### src/rtl/ysyx_22050598_lsu_mc.sv
// ysyx_22050598_lsu_mc: multi-cycle load/store unit driving a req/ready + rvalid data bus.
// Define YSYX_22050598_LSU_MISALIGN_EN to split bus-word-crossing accesses into two beats.
module ysyx_22050598_lsu_mc #(
    parameter int unsigned XLEN   = 64,
    parameter int unsigned ADDR_W = 64
) (
    input  logic                clk,
    input  logic                rst_n,
    input  logic                req_valid,
    output logic                req_ready,
    input  logic                req_store,
    input  logic [ADDR_W-1:0]   req_addr,
    input  logic [XLEN-1:0]     req_wdata,
    input  logic [1:0]          req_size,
    input  logic                req_unsigned,
    output logic                rsp_valid,
    output logic [XLEN-1:0]     rsp_rdata,
    output logic                rsp_err,
    output logic                mem_valid,
    input  logic                mem_ready,
    output logic                mem_we,
    output logic [ADDR_W-1:0]   mem_addr,
    output logic [XLEN-1:0]     mem_wdata,
    output logic [XLEN/8-1:0]   mem_wstrb,
    input  logic                mem_rvalid,
    input  logic [XLEN-1:0]     mem_rdata,
    input  logic                mem_err
);
    localparam int unsigned NB   = XLEN / 8;
    localparam int unsigned OFFW = $clog2(NB);

    typedef enum logic [2:0] {
        S_IDLE,
        S_REQ0,
        S_WAIT0,
`ifdef YSYX_22050598_LSU_MISALIGN_EN
        S_REQ1,
        S_WAIT1,
`endif
        S_RESP
    } state_t;

    state_t r_state, w_next;

    logic [OFFW-1:0]   r_off;
    logic [1:0]        r_size;
    logic              r_store;
    logic              r_unsigned;
    logic              r_err;
    logic              r_mem_valid;
    logic              r_mem_we;
    logic [ADDR_W-1:0] r_mem_addr;
    logic [XLEN-1:0]   r_mem_wdata;
    logic [NB-1:0]     r_mem_wstrb;
    logic [XLEN-1:0]   r_rsp_rdata;

    logic [OFFW-1:0]   w_off;
    logic [3:0]        w_len;
    logic              w_bad;
    logic [NB-1:0]     w_bmask;
    logic [XLEN-1:0]   w_wmask;
    logic [XLEN-1:0]   w_wdata_m;
    logic [XLEN-1:0]   w_wdata_lo;
    logic [NB-1:0]     w_wstrb_lo;
    logic [ADDR_W-1:0] w_base;
    logic [OFFW+2:0]   w_sh;
    logic [OFFW+2:0]   r_sh;

    logic [3:0]        w_rlen;
    logic [XLEN-1:0]   w_rmask;
    logic [XLEN-1:0]   w_ld_sh;
    logic              w_sign;
    logic [XLEN-1:0]   w_ld_ext;

`ifdef YSYX_22050598_LSU_MISALIGN_EN
    logic              r_split;
    logic [XLEN-1:0]   r_wdata_hi;
    logic [NB-1:0]     r_wstrb_hi;
    logic [XLEN-1:0]   r_rdata0;
    logic              w_split;
    logic [XLEN-1:0]   w_wdata_hi;
    logic [NB-1:0]     w_wstrb_hi;
    logic [XLEN-1:0]   w_ld_lo;
    logic [XLEN-1:0]   w_ld_hi;
`endif

    // Request-side lane formation, evaluated on the accept cycle.
    always_comb begin
        w_off   = req_addr[OFFW-1:0];
        w_len   = 4'd1 << req_size;
        w_sh    = {w_off, 3'b000};
        w_base  = {req_addr[ADDR_W-1:OFFW], {OFFW{1'b0}}};
        w_bmask = '0;
        w_wmask = '0;
        for (int unsigned i = 0; i < NB; i++) begin
            w_bmask[i]       = (i < 32'(w_len));
            w_wmask[8*i +: 8] = {8{w_bmask[i]}};
        end
        w_wdata_m  = req_wdata & w_wmask;
        w_wdata_lo = w_wdata_m << w_sh;
        w_wstrb_lo = w_bmask << w_off;
`ifdef YSYX_22050598_LSU_MISALIGN_EN
        // A shift by the full width yields zero, so offset 0 leaves nothing for beat 1.
        w_wdata_hi = w_wdata_m >> (XLEN - 32'(w_sh));
        w_wstrb_hi = w_bmask >> (NB - 32'(w_off));
        w_split    = (32'(w_off) + 32'(w_len)) > NB;
        w_bad      = (XLEN == 32) && (req_size == 2'b11);
`else
        w_bad      = ((XLEN == 32) && (req_size == 2'b11)) ||
                     ((32'(w_off) & (32'(w_len) - 32'd1)) != 32'd0);
`endif
    end

    // Load alignment and extension from the registered request fields.
    always_comb begin
        r_sh    = {r_off, 3'b000};
        w_rlen  = 4'd1 << r_size;
        w_rmask = '0;
        for (int unsigned i = 0; i < NB; i++) begin
            w_rmask[8*i +: 8] = {8{(i < 32'(w_rlen))}};
        end
`ifdef YSYX_22050598_LSU_MISALIGN_EN
        w_ld_lo = (r_state == S_WAIT1) ? r_rdata0  : mem_rdata;
        w_ld_hi = (r_state == S_WAIT1) ? mem_rdata : '0;
        w_ld_sh = (w_ld_lo >> r_sh) | (w_ld_hi << (XLEN - 32'(r_sh)));
`else
        w_ld_sh = mem_rdata >> r_sh;
`endif
        case (r_size)
            2'd0:    w_sign = w_ld_sh[7];
            2'd1:    w_sign = w_ld_sh[15];
            default: w_sign = w_ld_sh[31];
        endcase
        w_ld_ext = (w_ld_sh & w_rmask) | ((w_sign & ~r_unsigned) ? ~w_rmask : '0);
    end

    always_ff @(posedge clk or negedge rst_n) begin
        if (!rst_n) r_state <= S_IDLE;
        else        r_state <= w_next;
    end

    always_comb begin
        w_next = r_state;
        case (r_state)
            S_IDLE:  if (req_valid) w_next = w_bad ? S_RESP : S_REQ0;
            S_REQ0:  if (mem_ready) w_next = S_WAIT0;
            S_WAIT0: if (mem_rvalid) begin
`ifdef YSYX_22050598_LSU_MISALIGN_EN
                w_next = (mem_err || !r_split) ? S_RESP : S_REQ1;
`else
                w_next = S_RESP;
`endif
            end
`ifdef YSYX_22050598_LSU_MISALIGN_EN
            S_REQ1:  if (mem_ready) w_next = S_WAIT1;
            S_WAIT1: if (mem_rvalid) w_next = S_RESP;
`endif
            S_RESP:  w_next = S_IDLE;
            default: w_next = S_IDLE;
        endcase
    end

    always_ff @(posedge clk or negedge rst_n) begin
        if (!rst_n) begin
            r_off       <= '0;
            r_size      <= '0;
            r_store     <= 1'b0;
            r_unsigned  <= 1'b0;
            r_err       <= 1'b0;
            r_mem_valid <= 1'b0;
            r_mem_we    <= 1'b0;
            r_mem_addr  <= '0;
            r_mem_wdata <= '0;
            r_mem_wstrb <= '0;
            r_rsp_rdata <= '0;
`ifdef YSYX_22050598_LSU_MISALIGN_EN
            r_split     <= 1'b0;
            r_wdata_hi  <= '0;
            r_wstrb_hi  <= '0;
            r_rdata0    <= '0;
`endif
        end else begin
            case (r_state)
                S_IDLE: if (req_valid) begin
                    r_off       <= w_off;
                    r_size      <= req_size;
                    r_store     <= req_store;
                    r_unsigned  <= req_unsigned;
                    r_err       <= w_bad;
                    r_mem_valid <= ~w_bad;
                    r_mem_we    <= req_store & ~w_bad;
                    r_mem_addr  <= w_base;
                    r_mem_wdata <= req_store ? w_wdata_lo : '0;
                    r_mem_wstrb <= (req_store & ~w_bad) ? w_wstrb_lo : '0;
`ifdef YSYX_22050598_LSU_MISALIGN_EN
                    r_split     <= w_split;
                    r_wdata_hi  <= req_store ? w_wdata_hi : '0;
                    r_wstrb_hi  <= req_store ? w_wstrb_hi : '0;
`endif
                end
                S_REQ0: if (mem_ready) r_mem_valid <= 1'b0;
                S_WAIT0: if (mem_rvalid) begin
                    r_err <= mem_err;
`ifdef YSYX_22050598_LSU_MISALIGN_EN
                    r_rdata0 <= mem_rdata;
                    if (!mem_err && r_split) begin
                        r_mem_valid <= 1'b1;
                        r_mem_addr  <= r_mem_addr + ADDR_W'(NB);
                        r_mem_wdata <= r_wdata_hi;
                        r_mem_wstrb <= r_wstrb_hi;
                    end else begin
                        r_rsp_rdata <= (mem_err || r_store) ? '0 : w_ld_ext;
                    end
`else
                    r_rsp_rdata <= (mem_err || r_store) ? '0 : w_ld_ext;
`endif
                end
`ifdef YSYX_22050598_LSU_MISALIGN_EN
                S_REQ1: if (mem_ready) r_mem_valid <= 1'b0;
                S_WAIT1: if (mem_rvalid) begin
                    r_err       <= mem_err;
                    r_rsp_rdata <= (mem_err || r_store) ? '0 : w_ld_ext;
                end
`endif
                S_RESP: begin
                    r_err       <= 1'b0;
                    r_rsp_rdata <= '0;
                end
                default: ;
            endcase
        end
    end

    assign req_ready = (r_state == S_IDLE);
    assign rsp_valid = (r_state == S_RESP);
    assign rsp_err   = rsp_valid & r_err;
    assign rsp_rdata = r_rsp_rdata;
    assign mem_valid = r_mem_valid;
    assign mem_we    = r_mem_we;
    assign mem_addr  = r_mem_addr;
    assign mem_wdata = r_mem_wdata;
    assign mem_wstrb = r_mem_wstrb;

endmodule

### config.mk
export PLATFORM = sky130hd
export DESIGN_NAME = ysyx_22050598_lsu_mc
export DESIGN_NICKNAME = d
export VERILOG_FILES = /design/src/rtl/ysyx_22050598_lsu_mc.sv
export SDC_FILE = /design/constraint.sdc
export NUM_CORES = 1
export LEC_CHECK = 0
export ABC_AREA = 1
export ABC_CLOCK_PERIOD_IN_PS = 2700
export CAP_MARGIN = 25
export CORE_ASPECT_RATIO = 1.5
export CORE_MARGIN = 8
export CORE_UTILIZATION = 50
export CTS_CLUSTER_SIZE = 8
export DETAILED_ROUTE_END_ITERATION = 16
export PLACE_DENSITY = 0.87
export SLEW_MARGIN = 20
export SYNTH_ARGS = -nofsm -noshare
export SYNTH_HDL_FRONTEND = slang
export SYNTH_SLANG_ARGS = --single-unit
### constraint.sdc
create_clock -name clk -period 2.7 [get_ports clk]
set_input_delay 0.405 -clock clk [delete_from_list [all_inputs] [get_ports clk]]
set_output_delay 0.405 -clock clk [all_outputs]
set_load 0.02 [all_outputs]
==> results_dict.tcl <==
set metrics [dict create \
    fp.dieH_um 203 \
    syn_area_mm2 0.0116 \
    drt_iter0_drc 1465 \
    end_kind "output pin" \
    clock_latency_ps 540 \
    antenna_found_initial 0 \
    hold_violations 0 \
    ctsResizeCount 0 \
    cts_num_sinks 209 \
    power_density_mw_per_mm2 1080 \
    post_synth.cell_area_avg_um2 7.13 \
    cp-start-kind "flip-flop" \
    die_area_mm2 0.0285 \
    grt_pass1_vias 12944 \
    cts_root_buffer "clkbuf_16" \
    synth_area_leaders "dfrtp_1, nand2_1, o21ai_0, nand3_1, a21oi_1" \
    cp_max_fo 4 \
    slew_headroom_pct 52.6 \
    n_antenna_cell 0 \
    final_cell_mix "nand2_1, clkdlybuf4s50_1, dfrtp_1" \
    place_inst 2242 \
    dr.pass1.iters 6 \
    ant_nets 0 \
    grt_max_degree 117 \
    cts_buffer_depth 3 \
    syn_inst 1634 \
    layout_commonest_cell "nand2_1" \
    synth.distinct_cells 39 \
    place.gp.congestion 1.01 \
    io_pins 407 \
    rsz0062_at_grt "false" \
    area_growth_pct 43.2 \
    finClkSkew_ps 15.6 \
    finalSetupViolations 0 \
    rows 68 \
    worst_slew_pin_slew_ps 711 \
    crit_required_ps 2300 \
    yosysSeqAreaShare_pct 44.9 \
    cts_tree "yes" \
    max_freq_mhz 403 \
    hold_class "input port to async pin" \
    die_w_um 141 \
    drc 0 \
    min_period_over_period_pct 91.8 \
    wire_per_inst_um 21.1 \
    core_region_area_mm2 0.0230 \
    final_layout_size_suffix_gt1_share_pct 5.21 \
    critPathArrivalTime_ps 2070 \
    grt_pass1_wl_mm 73.4 \
    synth_seq_cells 209 \
    cts_buffers 30 \
    tns_ps 0 \
    grt_overflow_total 0 \
    via_count 12933 \
    netlist.area_leader.share_pct 44.9 \
    hpwl_mm 35.2 \
    yosys.area.top_type "dfrtp_1" \
    crit_path_top_delay_cell "clkdlybuf4s50_1" \
    min_period_ps 2480 \
    nets 2202 \
    power.leakage_nw 7.95 \
    initial_utilization_pct 50.7 \
    status "completed" \
    reg2regPathDepth 9 \
    routed_wl_mm 48.0 \
    cts_max_level 1 \
    final_cells 2277 \
    drv_cap 0 \
    port_buffers 403 \
    vdd_drop_max_mv 0.762 \
    vias_per_cell 5.68 \
    grt_usage_pct 32.8 \
    drv_slew 0 \
    worstPathCellList "ha_1, nand2_1, inv_1, clkdlybuf4s50_1" \
    clk_pin_slew_ps 50 \
    yosys_warnings 0 \
    post-cts-setup-buffers 0 \
    crit_type "flip-flop to output pin" \
    slowest_delay_ps 630 \
]
-- cell families after synthesis --
kind of cell               Yosys count  share of synthesized area, %
AOI/OAI and AO/OA                  291                          14.6
muxes                               12                          1.03
DFF                                209                          44.9
buffers and inverters              166                          6.22
adders and majority gates            5                         0.537
other                                1                        0.0322
and+or+nand+nor                    950                          32.7
-- critical path: cells and delay by family, from the launching register on --
kind,cells,cell delay (ps)
DFF,1,400
adders and majority gates,1,330
buffers and inverters,2,700
and+or+nand+nor,1,100
-- layout make-up --
type	instances	area, um^2
Sequential cell	209	5230
Timing Repair Buffer	443	4410
Fill cell	1833	6300
Tap cell	280	350
Inverter	50	189
Multi-Input combinational cell	1261	5710
Clock inverter	2	25.0
Clock buffer	32	758
-- final timing paths --
| check | from | to | slack [ps] |
|---|---|---|---|
| setup / recovery | r_state[0] | rsp_err | 220 |
| hold / removal | rst_n | mem_addr[60] | 380 |
| setup reg to reg | r_state[0] | rsp_rdata[56] | 510 |
| hold reg to reg | rsp_rdata[62] | rsp_rdata[62] | 470 |
| max in group asynchronous | rst_n | r_off[0] | 1380 |
| min in group clk | req_addr[60] | mem_addr[60] | 400 |
-- Yosys cell counts --
master and number:
a21boi_1 1, a21oi_1 71, a21oi_2 1, a22o_1 13
a22oi_1 8, a31oi_1 3, buf_1 11, buf_2 26
buf_4 10, buf_6 4, clkbuf_1 65, clkinv_1 2
clkinv_2 1, conb_1 1, dfrtp_1 209, ha_1 5
inv_1 41, inv_2 6, mux2i_1 12, nand2_1 731
nand2_2 2, nand2_4 2, nand3_1 116, nand3_2 3
nand3b_1 1, nand4_1 1, nor2_1 74, nor2_4 1
nor3_1 3, o211ai_1 37, o21a_1 3, o21ai_0 120
o21ai_1 12, o21ai_2 1, o22ai_1 3, o311ai_0 5
o31ai_1 13, or2_1 4, or2_2 12
-- timing repair --
| action | in CTS | in global routing |
|---|---|---|
| hold buffers | 1 | 0 |
| endpoints found under the setup margin | 0 | 0 |
| hold endpoints to repair | 50 | 0 |
-- layer usage --
layer / vias up / GRT usage, % / wire length, um
met5: - / 0 / 0
met4: 0 / 18.1 / 2770
met3: 156 / 6.61 / 4480
met2: 779 / 56.3 / 23600
met1: 6000 / 37.5 / 17100
li1: 5998 / - / -
-- state kept, by name, summed over array words and instances (netlist names) --
name	flops
r_err	1
r_off	3
r_store	1
rsp_rdata	64
mem_valid	1
r_state	2
mem_wstrb	8
mem_addr	61
r_unsigned	1
mem_we	1
r_size	2
mem_wdata	64
-- power by group --
part | total [mW] | internal (mW) | switching [mW]
clock | 3.29 | 1.95 | 1.34
sequential | 5.12 | 4.31 | 0.809
combinational | 9.54 | 3.66 | 5.88
-- per-stage QoR --
stage	util, %	hold slack (ps)	power [mW]	cell area, um^2	worst slack, ps
final	72.6	383	17.9	16700	221
after global routing	72.6	404	19.0	16700	127
after CTS	72.6	379	18.0	16700	192
after detailed placement	69.1	399	14.6	15900	430
after global placement	69.1	389	14.4	15900	470
after floorplan	-	109	10.4	11600	797
(Power assumes the default switching activity.)
